$ cat src/rtl/ctrl_sequencer.sv
// ctrl_sequencer: multi-cycle fetch/decode/execute control unit that sits
// directly upstream of the datapath. It fetches 16-bit instructions by PC and
// drives the datapath control word, the constant operand and the data-memory
// write strobe. Execution is stretched over several cycles so the datapath's
// registered busB/busD stages settle before the single register-file write.
module ctrl_sequencer #(
  parameter logic [15:0] RESET_PC = 16'h0000,
  parameter bit          CIN_SEXT = 1'b0
) (
  input  logic        CLK,
  input  logic        RESET,
  input  logic [15:0] Instr,
  input  logic        V,
  input  logic        C,
  input  logic        N,
  input  logic        Z,
  output logic [15:0] CTRWRD,
  output logic [15:0] Cin,
  output logic [15:0] PC,
  output logic        MW,
  output logic        Halted
);

  typedef enum logic [2:0] {
    S_FETCH = 3'd0,
    S_EX0   = 3'd1,
    S_EX1   = 3'd2,
    S_EX2   = 3'd3,
    S_HALT  = 3'd4
  } state_t;

  state_t      r_state;
  state_t      w_next_state;
  logic [15:0] r_pc;
  logic [15:0] w_pc_next;
  logic [15:0] r_ir;
  logic        w_ir_load;
  logic [3:0]  r_flags;      // {V, C, N, Z}
  logic        w_flag_load;

  // Instruction fields, all taken from the registered IR so the outputs never
  // depend combinationally on the instruction-memory read data.
  logic [1:0]  w_cls;
  logic [3:0]  w_f;
  logic [2:0]  w_dr;
  logic [2:0]  w_sa;
  logic [2:0]  w_sb;
  logic [3:0]  w_imm;
  logic [15:0] w_off_sext;
  logic        w_is_alu;
  logic        w_is_imm;
  logic        w_is_load;
  logic        w_is_store;
  logic        w_is_branch;
  logic        w_is_halt;
  logic        w_taken;
  logic [15:0] w_ctrl_word;  // decoded control word with RW cleared
  logic [15:0] w_cin_dec;

  assign w_cls       = r_ir[15:14];
  assign w_f         = r_ir[13:10];
  assign w_dr        = r_ir[9:7];
  assign w_sa        = r_ir[6:4];
  assign w_sb        = r_ir[3:1];
  assign w_imm       = r_ir[3:0];
  assign w_off_sext  = {{6{r_ir[9]}}, r_ir[9:0]};

  assign w_is_alu    = (w_cls[1] == 1'b0);
  assign w_is_imm    = (w_cls == 2'b01);
  assign w_is_load   = (w_cls == 2'b10) && !w_f[3];
  assign w_is_store  = (w_cls == 2'b10) &&  w_f[3];
  assign w_is_branch = (w_cls == 2'b11);
  assign w_is_halt   = w_is_branch && (w_f == 4'hF);

  // Memory ops run the ALU as a pass-through (FS=0); LOAD selects memory data
  // onto busD, STORE leaves MD=0 and relies on MW alone.
  assign w_ctrl_word = {w_dr, w_sa, w_sb, w_is_imm,
                        (w_is_alu ? w_f : 4'h0), w_is_load, 1'b0};

  assign w_cin_dec   = !w_is_imm ? 16'h0000 :
                       CIN_SEXT  ? {{12{w_imm[3]}}, w_imm} :
                                   {12'h000, w_imm};

  // Branch condition evaluated against the flags latched by the last ALU op.
  always_comb begin
    case (w_f)
      4'b0000: w_taken = 1'b1;
      4'b0001: w_taken = r_flags[0];
      4'b0010: w_taken = r_flags[1];
      4'b0011: w_taken = r_flags[2];
      4'b0100: w_taken = r_flags[3];
      4'b0101: w_taken = !r_flags[0];
      default: w_taken = 1'b0;
    endcase
  end

  // State, PC, IR and flag registers.
  // NOTE: sequential state uses non-blocking assignments so every register
  // samples the pre-edge values, independent of statement order.
  always_ff @(posedge CLK or posedge RESET) begin
    if (RESET) begin
      r_state <= S_FETCH;
      r_pc    <= RESET_PC;
      r_ir    <= 16'h0000;
      r_flags <= 4'h0;
    end else begin
      r_state <= w_next_state;
      r_pc    <= w_pc_next;
      if (w_ir_load)   r_ir    <= Instr;
      if (w_flag_load) r_flags <= {V, C, N, Z};
    end
  end

  // Next-state, PC update and control outputs from registered state and IR.
  // NOTE: every signal written here gets a default first; a path that left
  // one unassigned would infer a latch.
  always_comb begin
    w_next_state = r_state;
    w_pc_next    = r_pc;
    w_ir_load    = 1'b0;
    w_flag_load  = 1'b0;
    CTRWRD       = 16'h0000;
    Cin          = 16'h0000;
    MW           = 1'b0;
    Halted       = 1'b0;

    case (r_state)
      S_FETCH: begin
        w_ir_load    = 1'b1;
        w_pc_next    = r_pc + 16'd1;
        w_next_state = S_EX0;
      end
      S_EX0: begin
        CTRWRD = w_ctrl_word;
        Cin    = w_cin_dec;
        if (w_is_halt) begin
          w_next_state = S_HALT;
        end else if (w_is_branch) begin
          // PC already points past the branch; offset is relative to that.
          if (w_taken) w_pc_next = r_pc + w_off_sext;
          w_next_state = S_FETCH;
        end else begin
          w_next_state = S_EX1;
        end
      end
      S_EX1: begin
        CTRWRD = w_ctrl_word;
        Cin    = w_cin_dec;
        if (w_is_store) begin
          MW           = 1'b1;
          w_next_state = S_FETCH;
        end else begin
          w_flag_load  = w_is_alu;
          w_next_state = S_EX2;
        end
      end
      S_EX2: begin
        CTRWRD       = w_ctrl_word | 16'h0001;  // the one register-write cycle
        Cin          = w_cin_dec;
        w_next_state = S_FETCH;
      end
      S_HALT: begin
        Halted = 1'b1;
      end
      default: begin
        w_next_state = S_FETCH;
      end
    endcase
  end

  assign PC = r_pc;

endmodule
$ cat config.mk
export PLATFORM = sky130hd
export DESIGN_NAME = ctrl_sequencer
export DESIGN_NICKNAME = d
export VERILOG_FILES = /design/src/rtl/ctrl_sequencer.sv
export SDC_FILE = /design/constraint.sdc
export NUM_CORES = 1
export LEC_CHECK = 0
export CORE_MARGIN = 1
export CORE_UTILIZATION = 53
export CTS_CLUSTER_SIZE = 16
export DETAILED_ROUTE_END_ITERATION = 8
export GPL_TIMING_DRIVEN = 0
export PLACE_DENSITY = 0.87
export SETUP_SLACK_MARGIN = 0.15
export SKIP_CTS_REPAIR_TIMING = 1
export SYNTH_ARGS = -nofsm -noshare
export SYNTH_HDL_FRONTEND = slang
export SYNTH_SLANG_ARGS = --single-unit
$ cat constraint.sdc
create_clock -name CLK -period 6.7 [get_ports CLK]
set_clock_uncertainty 0.05 [all_clocks]
set_input_delay 1.34 -clock CLK [delete_from_list [all_inputs] [get_ports CLK]]
set_output_delay 1.34 -clock CLK [all_outputs]
set_load 0.02 [all_outputs]
==> Yosys cells after proc, flatten, opt, wreduce, memory -nomap -nowiden <==
Cells that the tools add are included.
{ "word_totals": {"regBits": 39, "output_inout_bits": 50, "elab_cells": 53} }
{ "op_classes": {"n_addsub": 2, "eq_ne": 16, "mux": 19, "bitwise": 1, "n_reduce_logical": 11} }
{ "op_table": {"columns": ["op", "n"], "rows": [
  ["$pmux 16 s2", 2],
  ["$mux 16", 3],
  ["$add 16x1->16 const B", 1],
  ["$add 16x16->16", 1],
  ["$mux 4", 3],
  ["$pmux 3 s4", 1],
  ["$eq 4x2->1 const B", 2],
  ["$eq 4x3->1 const B", 2],
  ["$eq 3x2->1 const B", 2],
  ["$mux 1", 6],
  ["$ne 2x2->1 const B", 3],
  ["$pmux 1 s6", 1],
  ["$eq 2x2->1 const B", 2],
  ["$eq 4x1->1 const B", 1],
  ["$eq 4x4->1 const B", 1],
  ["$logic_not 4->1", 1],
  ["$mux 2", 2],
  ["$reduce_and 4->1", 1],
  ["$eq 3x1->1 const B", 1],
  ["$eq 3x3->1 const B", 1],
  ["$logic_and 1x1->1", 3],
  ["$logic_not 3->1", 1],
  ["$mux 3", 1],
  ["$reduce_or 3->1", 1],
  ["other kinds (5)", 6]
]} }

==> Depth between registers and ports, before layout <==
{ "depth": {"word_depth": 6, "depth_mapped": 11, "depth_no_buf": 9} }

==> Least setup slack after synthesis <==
OpenSTA, ideal clock, no wires.
{ "synth_timing": {"kind": "reg2reg", "startpoint": "register r_state[2]", "endpoint": "register r_pc[14], in the netlist PC[14]", "setup_ns": 0.090, "arrival_ns": 3.159, "required_ns": 6.560, "setup_slack_ns": 3.401, "path_stages_with_launch": 12, "n_path_buf": 2, "period_less_slack_ns": 3.299, "path_cell_list": "dfrtp_1 -> clkbuf_1 -> nor3b_1 -> clkbuf_1 -> nand2b_1 -> ha_1 -> fa_1 -> a211o_1 -> a211oi_1 -> o21ba_2 -> mux2_2 -> o2111ai_1"} }
{ "synth_between": {"elab_chain_cells": 3} }
{ "synth_lines": {"columns": ["item", "line_no", "source"], "rows": [
  ["from (decl)", "32", "state_t r_state;"],
  ["from (signal assigned)", "107", "r_state <= w_next_state;"],
  ["$eq 3x1->1 / $logic_not 3->1 (equally long branches)", "127", "case (r_state)"],
  ["$ne 2x2->1 (no source line) / $reduce_bool 2->1 (equally long branches)", null, null],
  ["$reduce_and 4->1 (no source line)", null, null],
  ["to (signal assigned)", "108", "r_pc <= w_pc_next;"],
  ["to (decl)", "34", "logic [15:0] r_pc;"]
]} }
Parallel ways exist; a longest one is shown, timed or not.
A chain may end at the register's enable or synchronous reset.

==> Final worst setup path <==
{ "layout_timing": {"startpoint": "register r_state[2]", "endpoint": "output Cin[0]"} }
{ "layout_between": {"elab_chain_cells": 3} }
{ "layout_lines": {"columns": ["item", "line_no", "source"], "rows": [
  ["$eq 3x2->1 / $eq 3x1->1 (equally long branches)", "127", null],
  ["$reduce_or 3->1 (no source line) (*)", null, null],
  ["$mux 4 (*)", "127", null],
  ["to (decl)", "18", "output logic [15:0] Cin,"]
]} }
Mark *: on every way between the ends. The rest lies on a longest branch, timed or not.

==> impl_summary.log <==
INFO  metric timing.hold.ws = 0.4685 ns
INFO  metric clock_insertion_delay_worst_skew = 0.30 ns
INFO  metric grt_antenna_before_repair = 0
INFO  metric hold_path_class = reg2reg
INFO  metric synth-seq-area-share = 36.53%
INFO  metric clkTransAtPathRegs = 0.08 ns
INFO  metric areaGrowthSynthToFinish = 31.90%
INFO  metric timing_max_transition_violations_final = 0
INFO  metric yosys.area.top_type = dfrtp_1
INFO  metric layout.nets = 382
INFO  metric synth_top_cells_by_area = dfrtp_1 (37%), mux2_2 (13%), and2_1 (6.8%)
INFO  metric post-route-util = 73.62%
INFO  metric rsz0062_at_grt = false
INFO  metric synth-edff-count = 0
INFO  metric pin_count = between 70 and 80
INFO  metric syn-mean-instance-area = 9.785 µm²
INFO  metric antenna_cells = 0
INFO  metric width_of_the_die = 73.00 µm
INFO  metric min_period = 3.828 ns
INFO  metric global_route_wire_length_before_repair = ~10,000 µm
INFO  metric cap_violations = 0
INFO  metric core = 0.004786 mm²
INFO  metric globalRouteTotalUtil = 25.71%
INFO  metric dominant_cell_by_count_in_the_synthesized_netlist = dfrtp_1
INFO  metric clockBufferDepth = 2
INFO  metric design.die.area = 0.005328 mm²
INFO  metric irDropWorstVdd = roughly 0.3 mV
INFO  metric hold_viol = 0
INFO  metric crit_path_end_kind = output port
INFO  metric grt_most_used_layer = met2
INFO  metric avgViaCountPerCell = 5.713
INFO  metric min_delay_path_depth = 1
INFO  metric detail_placement_hpwl = 4400 µm
INFO  metric synth.ff_latch_count = 39
INFO  metric arithmetic_cell_share_of_the_synthesized_area_counting_full_adders_half_adders_and_majority_gates = 4.965%
INFO  metric timing_worst_slew_pin_value = 0.8694 ns
INFO  metric drive_gt1_share = a little under a fifth
INFO  metric cts_sinks = 39
INFO  metric met3_usage = 5.110%
INFO  metric htree_num_levels = 2
INFO  metric route.final.wire_length = approximately 6300 µm
INFO  metric post_synth_num_cell_types = 55
INFO  metric grt_pass1_vias = roughly 2,200
INFO  metric synth_top_area_share = between 30% and 40%
INFO  metric wl_per_cell = 15.19 µm
INFO  metric asyncSetResetFlopFracSynth = 100.0%
INFO  metric portBuffers = 59
INFO  metric synth_common_cells = dfrtp_1 (39), mux2_2 (31), and2_1 (29), nand4_1 (14)
INFO  metric worstPathArrival = 2.44 ns
INFO  metric antenna_left = 0
INFO  metric first_pass_iters = 6
INFO  metric required = 5.31 ns
INFO  metric synthCells = 273
INFO  metric yosysWarnings = 0
INFO  metric p_leak = 1.488 nW
INFO  metric share_of_synthesized_area_spent_on_multiplexers = about an eighth
INFO  metric timing.fmax = approximately 0.26 GHz
INFO  metric drtIter0Drc = 239
INFO  metric number_of_buffers_created_by_cts = 5
INFO  metric synthFlopType = dfrtp_1
INFO  metric setup-tns-final = 0 ns
INFO  metric status = complete, no violations
INFO  metric xor_xnor_fraction_of_synth_area = 2.295%
INFO  metric drc = 0
INFO  metric grt-ovfl-total = 0
INFO  metric setup.worst_path.class = reg2out
INFO  metric die_height = 73.00 µm
INFO  metric maximum_number_of_pins_on_one_net_before_global_route_repair = 40
INFO  metric rows = 25
INFO  metric num_vias = 2,388
INFO  metric synth-compound-area-share = 14.71%
INFO  metric initial_core_util = 55.82%
INFO  metric worst-r2r-cell-count = 11
INFO  metric synth_top_family_by_area = simple AND/OR/NAND/NOR gates
INFO  metric setup_viol_count_final = 0
INFO  metric clock_tree.root_cell = clkbuf_8
INFO  metric timing.slew.headroom = 41.22%
INFO  metric dp_worst_setup_slack = 3.023 ns
INFO  metric clock_tree_from_tritoncts = yes
INFO  metric power_density = 565.3 mW/mm²
INFO  metric grt.met2_usage = 43.52%
INFO  metric globalRouteMet1Util = around a third
INFO  metric post_synth_instance_area = 0.002671 mm²
INFO  metric post_synth_and_or_nand_nor_area_fraction = 22.15%
INFO  metric critical_path_peak_fanout = 10
INFO  metric setup_ws = 2.872 ns
INFO  metric global_placer_s_final_weighted_congestion = 0.9233
INFO  metric start_kind = register
INFO  metric final_min_period_over_clock_period = between 50% and 60%
==> state kept, by name (all words and copies together), names as in the netlist <==
name / flops
PC: 16
r_ir: 16
r_flags: 4
r_state: 3
==> final timing paths <==
| check | slack (ns) | endpoint | startpoint |
|---|---|---|---|
| max reg2reg | 2.92 | PC[14]$_DFFE_PP0P_ | r_state[2]$_DFFE_PP0N_ |
| max | 2.87 | Cin[0] | r_state[2]$_DFFE_PP0N_ |
| max in group asynchronous | 4.62 | PC[10]$_DFFE_PP0P_ | RESET |
| min reg2reg | 0.47 | r_flags[2]$_DFFE_PP0P_ | r_flags[2]$_DFFE_PP0P_ |
| min | 0.47 | r_flags[2]$_DFFE_PP0P_ | r_flags[2]$_DFFE_PP0P_ |
| min in group asynchronous | 1.45 | r_ir[1]$_DFFE_PP0P_ | RESET |
==> where the power goes <==
| group | internal (mW) | switching [mW] | leakage [nW] |
|---|---|---|---|
| Clock | 0.149 | 0.0902 | 0.0644 |
| Sequential | 0.349 | 0.109 | 0.440 |
| Combinational | 0.624 | 0.672 | 0.984 |
==> critical path: stages, from the launching register on <==
cell	delay, ns
dfrtp_1	0.41
clkbuf_1	0.23
nor4_1	0.67
and2_1	0.22
clkdlybuf4s50_1	0.60
==> cell type report <==
cell class	count	area, µm²
clock inverters	3	67.56
multi-input cells	217	1573
flip-flops and latches	39	975.9
inverters	4	15.01
fillers	362	1262
repair buffers	59	590.6
well taps	67	83.83
clock buffers	5	68.82
plain buffers	24	148.9
==> through the flow <==
stage | power, mW | cells | area (µm²)
floorplan | 1.336 | 284 | 2713
global placement | 1.692 | 410 | 3387
detailed placement | 1.729 | 410 | 3387
CTS | 1.982 | 418 | 3523
global route | 2.133 | 418 | 3523
finish | 1.992 | 418 | 3523
==> layout by cell type (no fill, tap or decap), drive strengths merged, types with 2 or more instances in the layout <==
cell type / synthesis / layout
a21oi: 12 / 12
conb: 1 / 12
xnor2: 5 / 5
mux2: 31 / 31
nor4b: 2 / 2
inv: 4 / 4
bufinv: 0 / 2
buf: 16 / 16
nand2: 13 / 13
nand4: 14 / 14
a21o: 6 / 6
clkbuf: 8 / 13
nor3b: 3 / 3
clkdlybuf4s50: 0 / 59
nor2b: 2 / 2
a31o: 2 / 2
nor3: 3 / 3
nand2b: 2 / 2
and2: 29 / 29
o211ai: 4 / 4
xor2: 2 / 2
dfrtp: 39 / 39
or3b: 2 / 2
a31oi: 2 / 2
or3: 3 / 3
nand3: 5 / 5
ha: 9 / 9
nor4: 3 / 3
a211oi: 5 / 5
or4: 2 / 2
nor2: 13 / 13
o21ai: 12 / 12
==> logic make-up (layout without fill, tap and decap cells) <==
kind of cell / after synthesis / in the layout
AOI/OAI and AO/OA: 57 / 57
other: 1 / 12
xor gates and xnor gates: 7 / 7
and+or+nand+nor: 100 / 100
muxes: 31 / 31
DFF: 39 / 39
buffers and inverters: 28 / 95
adders and majority gates: 10 / 10
==> routing by layer <==
layer	share of wire, %	routed length (µm)
met1	42	2665
met2	50	3151
met3	6.3	398
met4	2.1	133
met5	0	0
No activity file was read; power rests on OpenSTA's default activity.
